[config.mk]
export PLATFORM = sky130hd
export DESIGN_NAME = ksa_swap_fsm
export DESIGN_NICKNAME = d
export VERILOG_FILES = /design/src/rtl/ksa_swap_fsm.sv
export SDC_FILE = /design/constraint.sdc
export NUM_CORES = 1
export LEC_CHECK = 0
export CAP_MARGIN = 20
export CORE_MARGIN = 8
export CORE_UTILIZATION = 40
export CTS_CLUSTER_SIZE = 28
export DETAILED_ROUTE_END_ITERATION = 12
export DONT_BUFFER_PORTS = 1
export GPL_TIMING_DRIVEN = 0
export PLACE_DENSITY_LB_ADDON = 0.15
export SETUP_SLACK_MARGIN = 0.15
export SYNTH_ARGS = -nofsm -noshare
export SYNTH_HDL_FRONTEND = slang
export SYNTH_SLANG_ARGS = --single-unit
[constraint.sdc]
create_clock -name clk -period 5.2 [get_ports clk]
set_clock_uncertainty 0.1 [all_clocks]
set_input_delay 0.78 -clock clk [delete_from_list [all_inputs] [get_ports clk]]
set_output_delay 0.78 -clock clk [all_outputs]
set_load 0.02 [all_outputs]
[src/rtl/ksa_swap_fsm.sv]
// RC4 key-scheduling swap sequencer driving a single-port 256x8 S-memory.
// Optional macro KSA_INIT_PASS_EN adds a leading identity-fill pass (s[n] = n).
module ksa_swap_fsm #(
    parameter int KEY_LEN = 3
) (
    input  logic                   clk,
    input  logic                   rst_n,
    input  logic                   start,
    input  logic [8*KEY_LEN-1:0]   key,
    output logic [7:0]             mem_addr,
    output logic [7:0]             mem_wdata,
    output logic                   mem_wren,
    input  logic [7:0]             mem_rdata,
    output logic                   busy,
    output logic                   done
);

    typedef enum logic [3:0] {
        S_IDLE, S_INIT, S_RD_I, S_LAT_I, S_RD_J, S_LAT_J, S_WR_I, S_WR_J, S_DONE
    } state_t;

    state_t                 state_q;
    logic [7:0]             i_q, j_q, si_q;
    logic [2:0]             k_q;
    logic [8*KEY_LEN-1:0]   key_q;
    logic [7:0]             mem_addr_q, mem_wdata_q;
    logic                   mem_wren_q, busy_q, done_q;
    logic [7:0]             j_d, i_d;
    logic [2:0]             k_d;

    // Key byte 0 is the most significant byte of the key word.
    function automatic logic [7:0] key_byte(input logic [8*KEY_LEN-1:0] kv,
                                            input logic [2:0] idx);
        key_byte = 8'h00;
        for (int b = 0; b < KEY_LEN; b++) begin
            if (idx == 3'(b)) key_byte = kv[8*(KEY_LEN-1-b) +: 8];
        end
    endfunction

    // Next-value arithmetic for the loop counters and the j accumulator.
    always_comb begin
        j_d = j_q + mem_rdata + key_byte(key_q, k_q);
        i_d = i_q + 8'd1;
        k_d = (k_q == 3'(KEY_LEN-1)) ? 3'd0 : k_q + 3'd1;
    end

    // Sequencer: memory controls are registered together with the state they belong to.
    always_ff @(posedge clk or negedge rst_n) begin
        if (!rst_n) begin
            state_q     <= S_IDLE;
            i_q         <= 8'd0;
            j_q         <= 8'd0;
            k_q         <= 3'd0;
            si_q        <= 8'd0;
            key_q       <= '0;
            mem_addr_q  <= 8'd0;
            mem_wdata_q <= 8'd0;
            mem_wren_q  <= 1'b0;
            busy_q      <= 1'b0;
            done_q      <= 1'b0;
        end else begin
            mem_wren_q <= 1'b0;
            done_q     <= 1'b0;
            case (state_q)
                S_IDLE: begin
                    mem_addr_q  <= 8'd0;
                    mem_wdata_q <= 8'd0;
                    if (start) begin
                        key_q  <= key;
                        i_q    <= 8'd0;
                        j_q    <= 8'd0;
                        k_q    <= 3'd0;
                        busy_q <= 1'b1;
`ifdef KSA_INIT_PASS_EN
                        state_q    <= S_INIT;
                        mem_wren_q <= 1'b1;
`else
                        state_q    <= S_RD_I;
`endif
                    end else begin
                        busy_q <= 1'b0;
                    end
                end
`ifdef KSA_INIT_PASS_EN
                S_INIT: begin
                    i_q <= i_d;
                    if (i_q == 8'hFF) begin
                        state_q     <= S_RD_I;
                        mem_addr_q  <= 8'd0;
                        mem_wdata_q <= 8'd0;
                    end else begin
                        mem_addr_q  <= i_d;
                        mem_wdata_q <= i_d;
                        mem_wren_q  <= 1'b1;
                    end
                end
`endif
                S_RD_I:  state_q <= S_LAT_I;
                S_LAT_I: begin
                    si_q       <= mem_rdata;
                    j_q        <= j_d;
                    mem_addr_q <= j_d;
                    state_q    <= S_RD_J;
                end
                S_RD_J:  state_q <= S_LAT_J;
                S_LAT_J: begin
                    mem_addr_q  <= i_q;
                    mem_wdata_q <= mem_rdata;
                    mem_wren_q  <= 1'b1;
                    state_q     <= S_WR_I;
                end
                S_WR_I: begin
                    mem_addr_q  <= j_q;
                    mem_wdata_q <= si_q;
                    mem_wren_q  <= 1'b1;
                    state_q     <= S_WR_J;
                end
                S_WR_J: begin
                    i_q         <= i_d;
                    k_q         <= k_d;
                    mem_wdata_q <= 8'd0;
                    if (i_q == 8'hFF) begin
                        state_q    <= S_DONE;
                        mem_addr_q <= 8'd0;
                        busy_q     <= 1'b0;
                        done_q     <= 1'b1;
                    end else begin
                        state_q    <= S_RD_I;
                        mem_addr_q <= i_d;
                    end
                end
                S_DONE: begin
                    state_q     <= S_IDLE;
                    mem_addr_q  <= 8'd0;
                    mem_wdata_q <= 8'd0;
                    busy_q      <= 1'b0;
                end
                default: begin
                    state_q     <= S_IDLE;
                    mem_addr_q  <= 8'd0;
                    mem_wdata_q <= 8'd0;
                    busy_q      <= 1'b0;
                end
            endcase
        end
    end

    assign mem_addr  = mem_addr_q;
    assign mem_wdata = mem_wdata_q;
    assign mem_wren  = mem_wren_q;
    assign busy      = busy_q;
    assign done      = done_q;

endmodule

; ---- Yosys cells after proc, flatten, opt, wreduce, memory -nomap -nowiden
; Index checks and enable logic that the tools add are counted.
[totals]
regBits = 74
in_bits = 35
output_inout_bits = 19
elab_cells = 60
[classes]
n_addsub = 4
eq_ne = 11
n_mux = 21
bitwise = 1
n_reduce_logical = 12
[op_table]
columns = op, n
row1 = $mux W8, 5
row2 = $pmux W8 S5, 1
row3 = $pmux W8 S2, 2
row4 = $pmux W4 S7, 1
row5 = $pmux W8 S3, 1
row6 = $add A8 B8 Y8, 2
row7 = $eq A4 B3 Y1 const B, 4
row8 = $add A8 B1 Y8 const B, 1
row9 = $eq A4 B2 Y1 const B, 2
row10 = $eq A8 B8 Y1 const B, 1
row11 = $mux W4, 2
row12 = $reduce_and A2 Y1, 4
row13 = $mux W3, 2
row14 = $pmux W3 S2, 1
row15 = $mux W1, 5
row16 = $reduce_or A5 Y1, 1
row17 = $logic_not A4 Y1, 1
row18 = $ne A2 B2 Y1 const B, 2
row19 = $reduce_bool A2 Y1, 2
row20 = $reduce_or A2 Y1, 2
row21 = $add A3 B1 Y3 const B, 1
row22 = $eq A3 B1 Y1 const B, 1
row23 = $eq A3 B2 Y1 const B, 1
row24 = $logic_not A3 Y1, 1
row25 = other kinds (3), 3

; ---- Longest topological paths before layout
[logic_depth]
depth_word = 6
depth_mapped = 14
depth_no_buf = 13

; ---- Worst setup path after synthesis
; No wires, ideal clock.
[synth_path]
path_kind = register to register
startpoint = register k_q[1]
endpoint = register j_q[7]
setup_ns = 0.069
arrival_ns = 2.997
required_time_ns = 5.031
path_slack_ns = 2.034
stages_incl_launch_ff = 15
path_buffers = 1
period_less_slack_ns = 3.166
cell_sequence = dfrtp_1 buf_1 mux2i_1 nor2_1 a21oi_1 nor2_1 fa_1 ha_1 inv_1 fa_1 nor2b_1 o31ai_1 a21oi_1 or4_1 nand3_1
[synth_between]
elab_chain_len = 6
elab_cells_between_ends = 8
classes_between = add/sub: 1 / eq/ne: 2 / mux: 4 / reduce/logical: 1
[synth_rtl]
columns = element, line
row1 = "start, declared", 24  ; logic [2:0] k_q;
row2 = "start signal, assigned", 120  ; k_q <= k_d;
row3 = $logic_not A3 Y1, 36  ; if (idx == 3'(b)) key_byte = kv[8*(KEY_LEN-1-b) +: 8];
row4 = $mux W8 (2 in a row), 36
row5 = $mux W8 *, 36
row6 = $add A8 B8 Y8 *, 42  ; j_d = j_q + mem_rdata + key_byte(key_q, k_q);
row7 = $pmux W8 S2 *, 64  ; case (state_q)
row8 = "end signal, assigned", 101  ; j_q <= j_d;
row9 = "end, declared", 23  ; logic [7:0] i_q, j_q, si_q;
; Every way passes the cells marked *; elsewhere a longest branch is shown, timed or not.
; A chain may end at the register's enable or synchronous reset.

; ---- Final worst setup path
; Ends and elaborated chain as after synthesis.

==> flow_metrics.py <==
metrics = {
    "outcome": {
        "outcome": "complete, no violations",
    },
    "synthesis": {
        "syn_nets": 410,
        "netlist_area_um2": 3781,
        "synth.area.top_cells": "dfrtp_1 (49%), mux2_2 (7.1%), nand2_1 (4.5%)",
        "synth-edff-count": 0,
        "ys_seq_area_share_pct": 48.97,
        "synthCells": 360,
        "yosysWarningCount": 0,
        "ys.flop_type": "dfrtp_1",
        "yosysTopAreaCell": "dfrtp_1",
        "async_reset_ff_share_pct": 100.0,
        "synth_seq_cells": 74,
        "yosysUniqueCellTypes": 48,
        "synth_top_area_share_pct": 48.97,
        "avgSynthCellArea_um2": 10.50,
    },
    "floorplanning": {
        "die_width_um": 113.2,
        "core_um2": 9196,
        "placementRows": 35,
        "ios": 54,
        "die_y_um": 113.2,
        "die_area_um2": 12820,
        "initial_core_util_pct": 41.12,
    },
    "clock_network": {
        "cts.repair.resized": 0,
        "cts_buffers": 9,
        "clk_pin_slew_worst_paths_ps": 80,
        "clockBufferDepth": 2,
        "cts_sinks": 74,
        "root_buffer": "clkbuf_8",
        "cts_max_level": 3,
        "cts_tree": "built",
        "clk_latency_ps": 350,
    },
    "sta": {
        "drv_slew": 0,
        "period_needed_ps": 3763,
        "max_freq_ghz": 0.2658,
        "relSlewSlack_pct": 54.22,
        "setup_viol": 0,
        "tightest_slew_ps": 683.0,
        "whs_ps": 25.33,
        "final.setup.tns_ps": 0,
        "hold_viol": 0,
        "fin_crit_sh_pct": 72.36,
        "rsz0062_at_grt": "false",
    },
    "setup_path": {
        "crit_start": "k_q[1]",
        "required_ps": 5380,
        "cp-end-kind": "flop",
        "crit_path_max_fanout": 10,
        "r2r-start": "k_q[1]",
        "arrival_ps": 3940,
        "start_kind": "flop",
        "critPathKind": "reg -> reg",
    },
    "pwr": {
        "power.total_mw": 2.999,
        "power_density_nw_per_um2": 713.8,
        "leakagePower_nw": 1.964,
        "ir_drop_mv": 0.2601,
    },
    "route": {
        "drc": 0,
        "drtIter0Drc": 148,
        "dr.pass1.iters": 6,
        "wl_per_cell_um": 18.21,
        "routed_wl_um": 8904,
        "dr_total_vias": 2722,
        "vias_per_cell": 5.566,
        "drt.antenna.violating_nets": 0,
    },
    "global_routing": {
        "grt_pass1_wl_um": 14520,
        "gr-usage-all-layers_pct": 14.38,
        "grt_max_degree": 75,
        "antenna_found_initial": 0,
        "globalRouteOverflowTotal": 0,
        "grt_pass1_vias": 2762,
    },
    "placed_design": {
        "gp_congestion": 0.8154,
        "portBuffers": 0,
        "dpl_cell_area_um2": 3920,
        "hpwl_um": 6377,
    },
    "layout": {
        "nNetsFinal": 423,
        "syn_to_final_growth_pct": 11.12,
        "drive_gt1_share_pct": 15.08,
        "fin_area_um2": 4202,
        "diodes": 0,
    },
    "flow_run": {
        "max_cap_violations": 0,
    },
    "hold_path": {
        "hold_path_class": "in -> async",
    },
}
## power by group
group          switching [mW]  leakage (nW)  internal (mW)
registers               0.211         0.938          0.811
clock network           0.220         0.119          0.333
logic                   0.787         0.907          0.636
total                    1.22          1.96           1.78
## Yosys cell counts (all sizes together) (5+ instances only)
cell type / number
a21oi: 13
a22o: 5
nand3: 10
o211ai: 6
dfrtp: 74
nand2: 45
mux2i: 8
nand2b: 6
buf: 9
nor2: 32
clkbuf: 11
ha: 7
a222oi: 14
o21ai: 19
xnor2: 6
fa: 8
inv: 17
mux2: 24
## layout make-up
type                            instances  area [um^2]
Fill cell                             874         4995
Multi-Input combinational cell        249         1764
Timing Repair Buffer                    2        30.03
Inverter                               17        63.81
Tap cell                              111        138.9
Buffer                                 20        101.3
Clock inverter                          6        113.9
Sequential cell                        74         1852
Clock buffer                           10        137.6
## state kept, by name (all words and copies together), names as in the netlist
register and flops:
k_q 3, state_q 4, i_q 8, si_q 8, j_q 8, mem_wdata 8
mem_addr 8, done 1, key_q 24, mem_wren 1, busy 1
## placed cells by master, fill, tap and decap left out, types with 2 or more instances in the layout
master / instances
a21o_1: 4
a21oi_1: 13
a222oi_1: 14
a22o_1: 5
and2_1: 4
and3_1: 3
buf_2: 6
buf_6: 2
bufinv_16: 3
clkbuf_1: 8
clkbuf_2: 3
clkbuf_8: 10
clkinvlp_4: 2
dfrtp_1: 74
fa_1: 8
ha_1: 7
inv_1: 17
mux2_2: 24
mux2i_1: 8
nand2_1: 45
nand2b_1: 6
nand3_1: 10
nand3b_1: 3
nor2_1: 31
nor2b_1: 4
nor3_1: 2
nor3_2: 2
o211ai_1: 6
o21a_1: 4
o21ai_0: 18
o31ai_1: 3
xnor2_1: 6
xor2_1: 2
## worst max-delay path, stage by stage (launching register included)
cell	delay, ps
dfrtp_1	440
buf_1	510
mux2i_1	300
nor2_1	70
a21oi_1	160
nor2_1	90
fa_1	460
ha_1	230
inv_1	70
fa_1	170
nor2b_1	70
o31ai_1	330
a21oi_1	150
or4_1	440
nand3_1	110
## cell families (layout without fill, tap and decap cells)
logic type | after synthesis | in the layout | synth area share [%]
AOI/OAI and AO/OA | 75 | 75 | 14.10
xor gates and xnor gates | 8 | 8 | 1.853
and+or+nand+nor | 119 | 119 | 14.89
adders and majority gates | 15 | 15 | 6.552
buffers and inverters | 37 | 55 | 4.368
muxes | 32 | 32 | 9.265
DFF | 74 | 74 | 48.97
## stage by stage
stage	utilization, %	cells	setup slack [ps]
5_1_grt	45.69	489	1204
4_1_cts	45.36	487	1431
3_3_place_gp	42.63	471	1529
6_report	45.69	489	1437
3_5_place_dp	42.63	471	1455
2_1_floorplan	-	360	2034
## routing by layer
layer / wire length [um] / global-route usage [%]
met4: 133 / 4.707
met2: 4050 / 21.98
met5: 0 / 0
met1: 4099 / 18.31
met3: 621 / 5.431
## path summary, 6_finish.rpt
kind,to,slack [ps],cells past startpoint
max in group asynchronous,busy,3750,1
worst max-delay path,j_q[7],1440,14
worst max register to register,j_q[7],1440,14
worst min register to register,si_q[5],380,2
min in group clk,si_q[5],380,2
worst min-delay path,mem_addr[4],30,0
## timing repair
action / 4_1_cts / 5_1_grt
buffers inserted: 0 / 0
hold endpoints to repair: 0 / 26
endpoints found under the setup margin: 0 / 0
hold buffers: 0 / 2
No activity file was read; power rests on OpenSTA's default activity.
